===== src/rtl/axi_st_patgen_multi.sv =====
// -----------------------------------------------------------------------------
// axi_st_patgen_multi
//   Multi-lane AXI-ST pattern generator for AIB link bring-up and loopback.
//   NUM_LANE independent lane generators (fixed / LFSR / increment /
//   walking-one) feed an internal FIFO. A one-entry output register drains the
//   FIFO onto a valid/ready stream with full backpressure. Every generated word
//   is also mirrored on exp_data/exp_wr for the checker FIFO.
//
//   Optional build macro: PATGEN_TLAST_EN adds a tlast output, carried through
//   the FIFO as an extra bit.
//
// Ports
//   wr_clk, rst_n      clock, synchronous active-low reset
//   start              pulse, launches a burst when idle
//   cont_en            continuous mode, run until deasserted
//   mode[1:0]          00 fixed, 01 LFSR, 10 increment, 11 walking-one
//   burst_len          beats per burst (ignored in continuous mode)
//   seed               base seed
//   chkr_full          checker FIFO full, stalls generation
//   tdata/tvalid/tready stream; lane k at [k*LANE_W +: LANE_W]
//   tlast              (PATGEN_TLAST_EN only) last beat of burst
//   exp_data/exp_wr    expected-data mirror and write strobe
//   busy               high while generating or draining
//   done               one-cycle pulse when the burst is fully accepted
//   beat_cnt           accepted beats in the current/last burst (saturating)
// -----------------------------------------------------------------------------
module axi_st_patgen_multi #(
  parameter int NUM_LANE   = 2,
  parameter int LANE_W     = 40,
  parameter int FIFO_DEPTH = 16,
  parameter int CNT_W      = 16
) (
  input  logic                       wr_clk,
  input  logic                       rst_n,
  input  logic                       start,
  input  logic                       cont_en,
  input  logic [1:0]                 mode,
  input  logic [CNT_W-1:0]           burst_len,
  input  logic [LANE_W-1:0]          seed,
  input  logic                       chkr_full,
  output logic [NUM_LANE*LANE_W-1:0] tdata,
  output logic                       tvalid,
  input  logic                       tready,
  output logic [NUM_LANE*LANE_W-1:0] exp_data,
  output logic                       exp_wr,
  output logic                       busy,
  output logic                       done,
`ifdef PATGEN_TLAST_EN
  output logic                       tlast,
`endif
  output logic [CNT_W-1:0]           beat_cnt
);

  localparam int DW = NUM_LANE * LANE_W;
  localparam int AW = $clog2(FIFO_DEPTH);
`ifdef PATGEN_TLAST_EN
  localparam int FW = DW + 1;
`else
  localparam int FW = DW;
`endif

  // Taps 40,38,21,19 for the 40-bit lane; other widths use W,W-2,W-3,W-4.
  localparam logic [LANE_W-1:0] LFSR_TAPS = (LANE_W == 40) ?
    ((LANE_W'(1) << 39) | (LANE_W'(1) << 37) | (LANE_W'(1) << 20) | (LANE_W'(1) << 18)) :
    ((LANE_W'(1) << (LANE_W-1)) | (LANE_W'(1) << (LANE_W-3)) |
     (LANE_W'(1) << (LANE_W-4)) | (LANE_W'(1) << (LANE_W-5)));

  typedef enum logic [1:0] {S_IDLE, S_GEN, S_DRAIN} state_t;

  function automatic logic [LANE_W-1:0] lane_init(input logic [1:0] m,
                                                  input logic [LANE_W-1:0] s,
                                                  input int unsigned k);
    logic [LANE_W-1:0] v;
    v = s;
    case (m)
      2'b01: begin
        v = s ^ LANE_W'(k);
        if (v == '0) v = LANE_W'(1);
      end
      2'b10:   v = s + LANE_W'(k);
      2'b11:   v = LANE_W'(1) << (k % LANE_W);
      default: v = s;
    endcase
    return v;
  endfunction

  function automatic logic [LANE_W-1:0] lane_step(input logic [1:0] m,
                                                  input logic [LANE_W-1:0] x);
    logic [LANE_W-1:0] v;
    case (m)
      2'b01:   v = {x[LANE_W-2:0], ^(x & LFSR_TAPS)};
      2'b10:   v = x + LANE_W'(1);
      2'b11:   v = {x[LANE_W-2:0], x[LANE_W-1]};
      default: v = x;
    endcase
    return v;
  endfunction

  state_t               r_state, w_next;
  logic [1:0]           r_mode;
  logic                 r_cont;
  logic [CNT_W-1:0]     r_len;
  logic [CNT_W-1:0]     r_gen_cnt;
  logic [LANE_W-1:0]    r_lane [NUM_LANE];
  logic [DW-1:0]        w_word;
  logic [FW-1:0]        w_push_data;

  logic [FW-1:0]        r_mem [FIFO_DEPTH];
  logic [AW-1:0]        r_wr_ptr, r_rd_ptr;
  logic [AW:0]          r_count;
  logic                 w_full, w_empty;

  logic [DW-1:0]        r_tdata;
  logic                 r_tvalid;
  logic                 r_tlast;
  logic [DW-1:0]        r_exp_data;
  logic                 r_exp_wr;
  logic                 r_done;
  logic [CNT_W-1:0]     r_beat_cnt;

  logic                 w_start_ok, w_zero_burst;
  logic                 w_gen, w_gen_end, w_drained;
  logic                 w_pop, w_pop_ok, w_mark, w_hs;

  assign w_full       = (r_count == (AW+1)'(FIFO_DEPTH));
  assign w_empty      = (r_count == '0);
  assign w_drained    = w_empty && !r_tvalid;
  assign w_hs         = r_tvalid && tready;
  assign w_start_ok   = (r_state == S_IDLE) && start;
  assign w_zero_burst = w_start_ok && (burst_len == '0) && !cont_en;
  assign w_gen_end    = r_cont ? !cont_en : (r_gen_cnt == r_len);

  always_comb begin
    w_word = '0;
    for (int unsigned k = 0; k < NUM_LANE; k++) begin
      w_word[k*LANE_W +: LANE_W] = r_lane[k];
    end
  end

`ifdef PATGEN_TLAST_EN
  assign w_push_data = {(!r_cont && ((r_gen_cnt + CNT_W'(1)) == r_len)), w_word};
  // In continuous mode the newest word is kept in the FIFO until either a
  // further word is generated or cont_en falls, so its tlast bit can still be
  // set once it is known to be the final word.
  assign w_pop_ok = (r_count != (AW+1)'(1)) || w_gen || !((r_state == S_GEN) && r_cont);
  assign w_mark   = (r_state == S_GEN) && r_cont && !cont_en && !w_empty;
`else
  assign w_push_data = w_word;
  assign w_pop_ok    = 1'b1;
  assign w_mark      = 1'b0;
`endif

  assign w_pop = !w_empty && (!r_tvalid || tready) && w_pop_ok;

  // FSM state register
  always_ff @(posedge wr_clk) begin
    if (!rst_n) r_state <= S_IDLE;
    else        r_state <= w_next;
  end

  // FSM next-state and generate strobe
  always_comb begin
    w_next = r_state;
    w_gen  = 1'b0;
    case (r_state)
      S_IDLE: begin
        if (start && !((burst_len == '0) && !cont_en)) w_next = S_GEN;
      end
      S_GEN: begin
        if (w_gen_end) w_next = S_DRAIN;
        else           w_gen  = !w_full && !chkr_full;
      end
      S_DRAIN: begin
        if (w_drained) w_next = S_IDLE;
      end
      default: w_next = S_IDLE;
    endcase
  end

  // Burst configuration and lane generators
  always_ff @(posedge wr_clk) begin
    if (!rst_n) begin
      r_mode    <= '0;
      r_cont    <= 1'b0;
      r_len     <= '0;
      r_gen_cnt <= '0;
      for (int unsigned k = 0; k < NUM_LANE; k++) r_lane[k] <= '0;
    end else if (w_start_ok) begin
      r_mode    <= mode;
      r_cont    <= cont_en;
      r_len     <= burst_len;
      r_gen_cnt <= '0;
      for (int unsigned k = 0; k < NUM_LANE; k++) r_lane[k] <= lane_init(mode, seed, k);
    end else if (w_gen) begin
      r_gen_cnt <= r_gen_cnt + CNT_W'(1);
      for (int unsigned k = 0; k < NUM_LANE; k++) r_lane[k] <= lane_step(r_mode, r_lane[k]);
    end
  end

  // FIFO storage (contents need no reset; occupancy is tracked by r_count)
  always_ff @(posedge wr_clk) begin
    if (w_gen)  r_mem[r_wr_ptr] <= w_push_data;
    if (w_mark) r_mem[r_wr_ptr - AW'(1)][FW-1] <= 1'b1;
  end

  always_ff @(posedge wr_clk) begin
    if (!rst_n) begin
      r_wr_ptr <= '0;
      r_rd_ptr <= '0;
      r_count  <= '0;
    end else begin
      if (w_gen) r_wr_ptr <= r_wr_ptr + AW'(1);
      if (w_pop) r_rd_ptr <= r_rd_ptr + AW'(1);
      case ({w_gen, w_pop})
        2'b10:   r_count <= r_count + (AW+1)'(1);
        2'b01:   r_count <= r_count - (AW+1)'(1);
        default: r_count <= r_count;
      endcase
    end
  end

  // Output register, expected-data mirror, status
  always_ff @(posedge wr_clk) begin
    if (!rst_n) begin
      r_tdata    <= '0;
      r_tvalid   <= 1'b0;
      r_tlast    <= 1'b0;
      r_exp_data <= '0;
      r_exp_wr   <= 1'b0;
      r_done     <= 1'b0;
      r_beat_cnt <= '0;
    end else begin
      if (w_pop) begin
        r_tdata  <= r_mem[r_rd_ptr][DW-1:0];
        r_tlast  <= r_mem[r_rd_ptr][FW-1];
        r_tvalid <= 1'b1;
      end else if (tready) begin
        r_tvalid <= 1'b0;
      end
      r_exp_wr <= w_gen;
      if (w_gen) r_exp_data <= w_word;
      r_done <= ((r_state == S_DRAIN) && w_drained) || w_zero_burst;
      if (w_start_ok)                     r_beat_cnt <= '0;
      else if (w_hs && (r_beat_cnt != '1)) r_beat_cnt <= r_beat_cnt + CNT_W'(1);
    end
  end

  assign tdata    = r_tdata;
  assign tvalid   = r_tvalid;
  assign exp_data = r_exp_data;
  assign exp_wr   = r_exp_wr;
  assign busy     = (r_state != S_IDLE);
  assign done     = r_done;
  assign beat_cnt = r_beat_cnt;
`ifdef PATGEN_TLAST_EN
  assign tlast    = r_tlast;
`else
  logic w_unused;
  assign w_unused = r_tlast;
`endif

endmodule


===== config.mk =====
export PLATFORM = sky130hd
export DESIGN_NAME = axi_st_patgen_multi
export DESIGN_NICKNAME = d
export VERILOG_FILES = /design/src/rtl/axi_st_patgen_multi.sv
export SDC_FILE = /design/constraint.sdc
export NUM_CORES = 2
export LEC_CHECK = 0
export CAP_MARGIN = 20
export CORE_ASPECT_RATIO = 1.1
export CORE_MARGIN = 10
export CORE_UTILIZATION = 52
export DETAILED_ROUTE_END_ITERATION = 7
export GPL_TIMING_DRIVEN = 1
export PLACE_DENSITY = 0.7
export SLEW_MARGIN = 25
export SYNTH_ARGS = -nofsm -noshare
export SYNTH_HDL_FRONTEND = slang
export SYNTH_SLANG_ARGS = --single-unit

===== constraint.sdc =====
create_clock -name wr_clk -period 11.6 [get_ports wr_clk]
set_clock_uncertainty 0.1 [all_clocks]
set_input_delay 1.16 -clock wr_clk [delete_from_list [all_inputs] [get_ports wr_clk]]
set_output_delay 1.16 -clock wr_clk [all_outputs]
set_load 0.05 [all_outputs]

# Word-level counts from Yosys, hierarchy flattened
# Memory sizes are Yosys's and may differ from the RTL's. A register that Yosys moved wholly into a read port is not among the register bits.
# Cells that the tools add are included.
# W data, S select, Z words.
# totals
ff_bits,149
mem_bits_rw,1360
in_bits,64
wordCells,117
n_memories,2
# classes
add_sub_neg,9
eq_ne,16
n_mux,39
n_bitwise,6
n_reduce_logical,32
# mem_list
name,depth,width,read_ports,rd_ports_with_merged_regs,wr,line,rtl
r_mem,16,80,1,1,1,108,logic [FW-1:0] r_mem [FIFO_DEPTH];
r_lane,2,40,2,0,2,104,logic [LANE_W-1:0] r_lane [NUM_LANE];
# ops
cell,count
$mux W40,16
$pmux W40 S3,3
$add A40 B1 Y40 const B,3
$logic_not A40 Y1,2
$pmux W40 S2,1
$reduce_xor A40 Y1,2
$add A16 B1 Y16 const B,2
$eq A16 B16 Y1,1
$logic_not A16 Y1,1
$ne A16 B16 Y1 const B,1
$mux W1,14
$eq A2 B2 Y1 const B,6
$logic_and A1 B1 Y1,11
$pmux W5 S2,1
$add A4 B1 Y4 const B,2
$eq A2 B1 Y1 const B,4
$logic_not A1 Y1,7
$mux W2,3
$pmux W2 S3,1
$reduce_bool A2 Y1,3
$add A5 B1 Y5 const B,1
$eq A5 B5 Y1 const B,1
$logic_not A5 Y1,1
$sub A5 B1 Y5 const B,1
other kinds (8),14

# Depth between registers and ports, before layout
# logic_depth
word_depth,10
depth_mapped,18
ltp_nobuf,14

# Worst setup path before layout
# No wires, ideal clock.
# synth_path
path_type,input -> register
from,in cont_en
to,"mem r_lane[0][0], enable pin"
setup_ns,0.629
arrival_time_ns,8.028
setup_slack_ns,2.843
path_stages,8
n_path_buf,3
path_cell_list,nor2b_1 -> a2111o_1 -> a21oi_4 -> inv_1 -> buf_2 -> buf_2 -> buf_2 -> o21ai_0
# synth_rtl
item,line,rtl
start: declaration,36,"input logic cont_en,"
end: declaration,104,

==> impl_metrics.csv <==
group,metric,value,unit
yosys,synth_nets,3847,
sta,min_period,4900,ps
floorplan,core-area,122000,sq um
global_route,grt_max_degree,156,
setup_path,cpMaxStageDelayCell,"buf_4",
yosys,synth_mux_area_share,14.8,%
finish,most-common-layout-cells,"1,360 x edfxtp_1, 403 x nand2_1, 400 x mux4_2, 242 x clkdlybuf4s50_1, 225 x dfxtp_1",
finish,syn_to_final_growth,14.5,%
clock_tree,clk_path_buf_depth,3,
floorplan,io_pins,244,
yosys,synth.distinct_cells,76,
yosys,synth-edff-count,1360,
yosys,synth.top_cell.area_share,63.8,%
sta,maxSlewViolCount,0,
yosys,ys_ff_latch,1589,
hold_path,min_path_type,"register to register",
finish,final_common_cell,"edfxtp_1",
pwr,p_per_area,208,nW/um^2
yosys,netlist_instances,3766,
sta,post-route-period-util,42.2,%
placement,placed_cell_area,68100,sq um
pwr,peakVddDrop,0.136,mV
sta,worstMarginPinSlew,1090,ps
sta,setup_viol,0,
floorplan,die_area,137000,sq um
yosys,synth_top_family_by_area,"multiplexers",
setup_path,critPathKind,"input pin to register",
setup_path,slowest_delay,870,ps
sta,hold_violations,0,
clock_tree,cts_tree,"yes",
sta,rsz0062_at_grt,"no",
clock_tree,clk_latency,780,ps
floorplan,die_h,388,um
floorplan,rows,134,
detailed_routing,vias,35900,
clock_tree,cts_setup_buffers,0,
finish,nFillCells,8895,
setup_path,crit_family,"buffers and inverters",
global_route,grt_pass1_vias,35400,
global_route,antenna_found_initial,27,
yosys,synth-simple-area-share,6.50,%
yosys,synth-adder-area-share,0.344,%
finish,final_core_util,60.2,%
finish,drive_gt1_share,17.8,%
setup_path,crit_path_end_kind,"register",
placement,place.gp.congestion,0.877,
detailed_routing,firstDrtPassIters,7,
setup_path,critPathArrivalTime,5180,ps
yosys,synth_compound_area_share,4.70,%
setup_path,crit_path_frequent_cell,"buf_4",
sta,fmax,0.204,GHz
global_route,grt-ovfl-total,0,
yosys,synth_area,64000,sq um
detailed_routing,drtIter0Drc,4703,
clock_tree,cts_buffers,157,
detailed_routing,wl_per_cell,27.7,um
sta,setup_tns,0,ps
setup_path,cp_cell_sequence,"clkdlybuf4s50_1 > nor2b_1 > a2111o_1 > a21oi_4 > inv_6 > buf_4 > o21ai_4 > buf_4",
pwr,leakage,23.1,nW
setup_path,cp_max_fo,94,
setup_path,cp_num_buf_inv,4,
clock_tree,clock_sinks,1589,
detailed_routing,drc_errors,0,
global_route,grt_pass1_wl,238000,um
clock_tree,postCtsHoldBufs,0,
floorplan,start_util,52.6,%
yosys,synth-xor-area-share,0.986,%
yosys,syn_area_per_cell,17.0,sq um
placement,hpwl,92400,um
clock_tree,post_cts_resized,0,
run,drv_cap,0,
clock_tree,htreeDepth,4,
yosys,synth.area.top_cells,"edfxtp_1 64%, mux4_2 14%, dfxtp_1 7.2%",
clock_tree,cts.clk_slew.worst_paths,60,ps
detailed_routing,wirelength,159000,um
yosys,ys_seq_area_share,71.0,%
sta,maxSlewHeadroom,27.5,%
finish,design_area,73200,sq um
setup_path,worstPathRequired,11880,ps
yosys,synth-async-reset-ratio,0,%
finish,nets,4057,
setup_path,cp-start-kind,"input pin",
detailed_routing,via_per_inst,6.25,
global_route,grt_use_total,23.0,%
clock_tree,cts_root_buffer,"clkbuf_16",
floorplan,die-width,354,um
run_status,status,"finished clean",
yosys,yosysTopAreaCell,"edfxtp_1",
yosys,synthFlopType,"edfxtp_1",
placement,numPortBuffers,243,
yosys,yosys_warnings,0,
detailed_routing,ant_nets,0,
-- layout make-up --
cell class	instances	area [sq um]	area share, %
Clock buffer	209	4350	5.94
Sequential cell	1589	45400	62.0
Timing Repair Buffer	296	2940	4.02
Multi-Input combinational cell	1910	17600	24.1
Inverter	22	87.6	0.120
Clock inverter	78	703	0.960
Tap cell	1632	2040	2.79
Antenna cell	15	37.5	0.0513
-- worst min-delay path, cell delays in order (launching register included) --
cell and delay, ps:
dfxtp_1 300, nand2_1 50, o21ai_1 50
-- state kept, by name, summed over array words and instances, names as in the netlist, 2 cells and up --
name	count
exp_data	80
beat_cnt	16
r_mode	2
r_mem	1280
r_lane	80
r_gen_cnt	16
r_count	5
r_state	2
r_wr_ptr	4
tdata	80
r_len	16
r_rd_ptr	4
-- worst paths after layout --
kind	start	to	slack, ps	depth (start not counted)
min	tdata[22]$_SDFFE_PN0P_	tdata[22]$_SDFFE_PN0P_	350	2
max	cont_en	r_lane[0][51]$_DFFE_PP_	6700	8
max reg2reg	r_gen_cnt[1]$_SDFFE_PP0P_	r_lane[0][51]$_DFFE_PP_	6960	8
min reg2reg	tdata[22]$_SDFFE_PN0P_	tdata[22]$_SDFFE_PN0P_	350	2
-- metal layers --
| layer | routed length [um] | GRT usage, % | up-vias |
|---|---|---|---|
| li1 | - | - | 15400 |
| met1 | 64000 | 31.8 | 18700 |
| met2 | 77300 | 36.8 | 1562 |
| met3 | 14100 | 5.25 | 226 |
| met4 | 3830 | 6.44 | 22 |
| met5 | 141 | 0 | - |
-- Yosys cell counts (11+ instances only) --
library cell  count
dfxtp_1         229
a21boi_0         24
ha_1             16
a211oi_1         13
nor3_1           27
a22o_1           27
a21oi_1         103
edfxtp_1       1360
and4_1           13
nand4_1          44
xor2_1           45
inv_1            22
mux2i_1          43
a31oi_1          13
buf_2            43
a221o_1          11
o22ai_1          11
and3_1           42
nand2_1         403
buf_1            18
clkbuf_1        180
nand2b_1         11
nand3_1         151
nor4_1           34
o21ai_0         202
mux4_2          400
o21ai_1          14
nor2_1           92
and2_1           19
xnor2_1          27
-- cells by family after synthesis --
group           after synthesis
compound gates              491
xor+xnor                     72
fa+ha+maj                    17
buf+inv                     267
flops                      1589
mux                         445
simple gates                885
-- stage by stage --
stage	hold slack, ps	worst slack [ps]	cells	power (W)
after floorplan	352	2840	3766	0.00930
after global placement	336	6060	5446	0.0104
after detailed placement	343	6000	5447	0.0104
after CTS	350	6820	5734	0.0154
after global routing	366	6540	5741	0.0158
final	346	6700	5751	0.0153
-- report_power, final --
| group | switching [W] | internal, W | leakage (nW) |
|---|---|---|---|
| registers | 0.000426 | 0.00657 | 14.4 |
| clock network | 0.00212 | 0.00288 | 2.46 |
| logic | 0.00183 | 0.00144 | 6.28 |
Power figures use the tool's default switching activity.
